File: config.mk
export PLATFORM = sky130hd
export DESIGN_NAME = parity_filter
export DESIGN_NICKNAME = d
export VERILOG_FILES = /design/src/rtl/parity_filter.sv
export SDC_FILE = /design/constraint.sdc
export NUM_CORES = 1
export LEC_CHECK = 0
export CORE_UTILIZATION = 53
export CTS_BUF_LIST = sky130_fd_sc_hd__clkbuf_4
export CTS_CLUSTER_DIAMETER = 30
export DETAILED_ROUTE_END_ITERATION = 16
export PLACE_DENSITY_LB_ADDON = 0.12
export SLEW_MARGIN = 20
export SYNTH_ARGS = -nofsm -noshare
export SYNTH_HDL_FRONTEND = slang
export SYNTH_SLANG_ARGS = --single-unit
File: constraint.sdc
create_clock -name clk_i -period 2.9 [get_ports clk_i]
set_input_delay 0.58 -clock clk_i [delete_from_list [all_inputs] [get_ports clk_i]]
set_output_delay 0.58 -clock clk_i [all_outputs]
set_load 0.03 [all_outputs]
File: src/rtl/parity_filter.sv
// Parity-checking pop stage between a FIFO and a downstream consumer.
// Good words pass through a one-entry register; bad words are dropped and counted.
module parity_filter #(
    parameter int unsigned DATA_WIDTH        = 8,
    parameter bit          PARITY_MODE       = 1'b0,  // 0: even, 1: odd
    parameter bit          PARITY_BIT_CHOICE = 1'b0,  // 0: MSB, 1: LSB
    parameter int unsigned ERR_CNT_WIDTH     = 8,
    parameter int unsigned ERR_BURST_MAX     = 4
) (
    input  logic                     clk_i,
    input  logic                     rst_ni,
    input  logic                     pop_valid_i,
    input  logic [DATA_WIDTH-1:0]    pop_data_i,
    output logic                     pop_grant_o,
    input  logic                     grant_i,
    output logic                     valid_o,
    output logic [DATA_WIDTH-2:0]    data_o,
    input  logic                     clr_err_i,
    output logic                     err_pulse_o,
    output logic [ERR_CNT_WIDTH-1:0] err_count_o,
    output logic                     burst_alarm_o
);

    localparam logic [7:0] BurstMax = 8'(ERR_BURST_MAX);

    typedef enum logic {StEmpty, StFull} state_e;

    state_e                   state_q, state_d;
    logic [DATA_WIDTH-2:0]    data_q, data_d;
    logic                     err_pulse_q, err_pulse_d;
    logic [ERR_CNT_WIDTH-1:0] err_count_q, err_count_d;
    logic [7:0]               burst_cnt_q, burst_cnt_d;
    logic                     alarm_q, alarm_d;

    logic                  bad;
    logic                  good_pop;
    logic                  bad_pop;
    logic [DATA_WIDTH-2:0] payload;

    assign bad         = ((^pop_data_i) != PARITY_MODE);
    assign pop_grant_o = pop_valid_i & (bad | (state_q == StEmpty) | grant_i);
    assign good_pop    = pop_grant_o & ~bad;
    assign bad_pop     = pop_grant_o & bad;
    assign payload     = PARITY_BIT_CHOICE ? pop_data_i[DATA_WIDTH-1:1]
                                           : pop_data_i[DATA_WIDTH-2:0];

    always_ff @(posedge clk_i or negedge rst_ni) begin
        if (!rst_ni) begin
            state_q     <= StEmpty;
            data_q      <= '0;
            err_pulse_q <= 1'b0;
            err_count_q <= '0;
            burst_cnt_q <= '0;
            alarm_q     <= 1'b0;
        end else begin
            state_q     <= state_d;
            data_q      <= data_d;
            err_pulse_q <= err_pulse_d;
            err_count_q <= err_count_d;
            burst_cnt_q <= burst_cnt_d;
            alarm_q     <= alarm_d;
        end
    end

    always_comb begin
        state_d = state_q;
        data_d  = data_q;
        if (good_pop) begin
            state_d = StFull;
            data_d  = payload;
        end else if ((state_q == StFull) && grant_i) begin
            state_d = StEmpty;
        end
    end

    // Clear wins over a same-cycle bad pop for the counters, but the pulse still fires.
    always_comb begin
        err_pulse_d = bad_pop;
        err_count_d = err_count_q;
        burst_cnt_d = burst_cnt_q;
        alarm_d     = alarm_q;
        if (clr_err_i) begin
            err_count_d = '0;
            burst_cnt_d = '0;
            alarm_d     = 1'b0;
        end else if (bad_pop) begin
            if (err_count_q != '1) begin
                err_count_d = err_count_q + 1'b1;
            end
            if (burst_cnt_q < BurstMax) begin
                burst_cnt_d = burst_cnt_q + 8'd1;
            end
            if (burst_cnt_d == BurstMax) begin
                alarm_d = 1'b1;
            end
        end else if (good_pop) begin
            burst_cnt_d = '0;
        end
    end

    assign valid_o       = (state_q == StFull);
    assign data_o        = data_q;
    assign err_pulse_o   = err_pulse_q;
    assign err_count_o   = err_count_q;
    assign burst_alarm_o = alarm_q;

endmodule

==> results by group <==
Die
  • I/O pins: 32
  • Die area: roughly 2500 um2
  • Die Y: 50.0 um
  • Std-Cell Rows: 17
  • Starting density of the core: between 50% and 60%
  • Die width: between 50 and 60 um
  • Core area: 2190 um2

CTS
  • CTS Buffer Depth: 2
  • CTS tree: yes
  • # hold bufs at CTS: 0
  • Clock slew at reported path FFs: roughly 0.13 ns
  • Latest clock arrival within the worst-skew pair: 0.31 ns
  • Post-CTS Resized: 0
  • H-tree Lvls: 1
  • CTS Root Cell: clkbuf_4
  • Setup Fix Bufs, Post-CTS: 0
  • CTS buffer count: 3
  • Sink Count: 26

Synth
  • Async set-reset flop share out of synthesis: 100%
  • Mux cell area share after synthesis: 8.09%
  • Syn_area_per_cell: 11.1 um2
  • Distinct cells, synth: 30
  • Syn_nets: ~130
  • Sequential share of the synthesized area: between 50% and 60%
  • Post-Synth Adder-Cell Area: under 10%
  • Most frequent cell after synthesis: dfrtp_1
  • Leading area contributor after synthesis: dfrtp_1
  • Largest family of logic cells by synthesized area: simple AND/OR/NAND/NOR gates
  • Post-synth top area share: between 50% and 60%
  • Syn. warnings: 0
  • Post-Synth Simple-Gate Area: roughly 20%
  • Synth area leaders: dfrtp_1, mux2_2, xnor2_1
  • Syn Std Cell Area: between 1000 and 1500 um2
  • Primary FF master, synth: dfrtp_1
  • Post-synth EDFFs: 0
  • Mapped Cells: 110
  • Post-Synth XOR/XNOR Area: between 9 and 10%
  • Commonest cells post-synth: dfrtp_1, nor2_1, a21oi_1, xnor2_1, mux2_2
  • Synth Area in Compound Gates: between 6 and 7%
  • Seq cells post-synth: 26

Routing
  • DR pass1 iterations: 4
  • Uppermost routed layer: met4
  • Via count: approximately 900
  • DRC: 0
  • Vias per cell: 5.34
  • Routed wl met2: around 1100 um
  • Metal-1 WL: 1130 um
  • Routed WL: around 2400 um
  • Metal3 WL: 74 um
  • Per-cell routed wire length: approximately 14 um
  • DRT iter0 DRCs: 21
  • Post-DRT Antenna Nets: 0

Power and ir drop
  • Leakage: between 0.6 and 0.7 nW
  • VDD IR max: approximately 510 uV
  • Pwr dens: around 700 nW/um2

Worst setup path
  • CP required: ~2.3 ns
  • CP arrival: 2.10 ns
  • Critical path endpoint: pop_grant_o
  • Critical R2R Launch: burst_cnt_q[5]$_DFFE_PN0P_
  • FF-to-FF path depth: 5
  • Worst-path fanout max: 2
  • Reg2reg end: burst_cnt_q[1]$_DFFE_PN0P_
  • Crit-path cells: clkdlybuf4s50_1 > xnor2_1 > xnor2_1 > xor2_2 > nor2_1 > nor2_1 > buf_4
  • Crit. End Element: output port
  • CP max-delay cell: clkdlybuf4s50_1
  • FF-to-FF setup slack: about 1.0 ns
  • Worst setup path category: primary input to output port
  • CP Launch Type: primary input
  • CP peak stage delay: between 0.4 and 0.5 ns
  • Critical path origin: pop_data_i[5]

Timing
  • Clock skew: about 0.011 ns
  • RSZ-0062 raised after global routing: false
  • Slew margin rel.: roughly 64%
  • Worst slew pin tran: approximately 0.54 ns
  • Min cycle time layout: ~2.7 ns
  • Post-route setup TNS: 0 ns
  • Max Fclk: 0.373 GHz
  • Final setup fails: 0
  • Hold Vio Cnt, Final: 0
  • Final Max Slew Viols: 0
  • Period utilization: between 90% and 100%

GRT
  • First-pass GRT wire length: around 4000 um
  • Vias in the first global route: roughly 900
  • Initial antenna violation count: 0
  • Total GRT Usage: around a fifth
  • Pin count of the biggest net entering global routing: 27
  • Grt ovf: 0

Layout
  • Final nets: approximately 160
  • Design Area, Final: approximately 1600 um2
  • Synth-to-Final Area Change: 30.7%
  • # fillers: 175
  • Ant diodes: 0
  • Share of cells above drive strength 1: around 12%

Placed design
  • DP Area: between 1500 and 2000 um2
  • GPL Wtd Cong: about 0.8
  • Port buffer count: 31
  • DP HPWL: about 1800 um

Status
  • Status: finished clean

Flow run
  • Max-cap violations: 0

Worst hold path
  • Hold WC Path Type: flop to flop
-- how the worst min path moves through the flow --
stage,startpoint,end,slack [ns],depth (start not counted)
3_3_place_gp,burst_cnt_q[7]$_DFFE_PN0P_,burst_cnt_q[7]$_DFFE_PN0P_,0.46,1
6_report,burst_cnt_q[5]$_DFFE_PN0P_,burst_cnt_q[5]$_DFFE_PN0P_,0.49,1
5_1_grt,burst_cnt_q[5]$_DFFE_PN0P_,burst_cnt_q[5]$_DFFE_PN0P_,0.52,1
2_1_floorplan,rst_ni,burst_alarm_o$_DFFE_PN0P_,0.28,0
4_1_cts,burst_cnt_q[5]$_DFFE_PN0P_,burst_cnt_q[5]$_DFFE_PN0P_,0.50,1
3_5_place_dp,burst_cnt_q[7]$_DFFE_PN0P_,burst_cnt_q[7]$_DFFE_PN0P_,0.46,1
-- worst max-delay path: cells and delay by family --
kind | cells | cell delay, ns
XOR/XNOR | 3 | 0.67
buffers and inverters | 2 | 0.63
AND/OR/NAND/NOR | 2 | 0.21
-- cells by family after synthesis --
logic type	after synthesis
fa+ha+maj	2
mux	9
buf+inv	4
simple gates	43
xor+xnor	12
compound gates	14
flops	26
-- flip-flops by register name (all words and copies together) (netlist names) --
name / count
data_o: 7
err_count_o: 8
err_pulse_o: 1
burst_cnt_q: 8
valid_o: 1
burst_alarm_o: 1
-- cell type report --
cell class                      count  area [um2]  share of cell area [%]
Inverter                            2        7.51                   0.470
Clock inverter                      1        3.75                   0.235
Multi-Input combinational cell     80         556                    34.8
Tap cell                           28        35.0                    2.19
Sequential cell                    26         651                    40.7
Timing Repair Buffer               33         323                    20.2
Clock buffer                        3        22.5                    1.41
-- cell usage in the layout, fill, tap and decap left out --
cell	netlist	final
nand2_1	3	3
a21oi_1	8	8
buf_4	0	3
clkinv_1	0	1
dfrtp_1	26	26
or3_1	1	1
xor2_1	3	3
xnor2_1	8	8
and2_1	5	5
and4b_1	1	1
mux2_2	7	7
xor2_2	1	1
nand3_1	4	4
nand4_1	2	2
clkbuf_4	0	3
inv_1	2	2
nand2b_1	2	2
nor3_1	5	5
clkdlybuf4s50_1	0	30
nor2_2	1	1
and3_2	2	2
nand4_2	1	1
o32ai_1	1	1
ha_1	2	2
or4_1	1	1
o21ai_0	3	3
and3_1	3	3
nor2_1	11	11
a31oi_1	1	1
a311oi_1	1	1
nor4bb_1	1	1
mux2i_1	2	2
-- per-layer routing --
layer | up-vias | track usage, %
met5 | - | 0
met4 | 0 | 5.71
met3 | 2 | 3.09
met2 | 21 | 34.4
met1 | 443 | 29.7
li1 | 457 | -
-- stage by stage --
step                total power, mW  utilization, %  instances  hold WS (ns)  worst slack (ns)
detailed placement            0.944            71.7        169         0.465             0.133
floorplan                     0.746               -        110         0.284             0.502
finish                         1.09            72.9        173         0.489             0.221
CTS                            1.10            72.9        173         0.498             0.215
global placement              0.932            71.7        169         0.461             0.207
global route                   1.14            72.9        173         0.523             0.117
-- report_power, final --
| group | internal [mW] | switching, mW | total [mW] | leakage (nW) |
|---|---|---|---|---|
| clock | 0.0502 | 0.101 | 0.151 | 0.0154 |
| combinational | 0.209 | 0.255 | 0.464 | 0.334 |
| sequential | 0.428 | 0.0434 | 0.472 | 0.343 |
| total | 0.688 | 0.400 | 1.09 | 0.693 |
No activity file was read; power rests on OpenSTA's default activity.
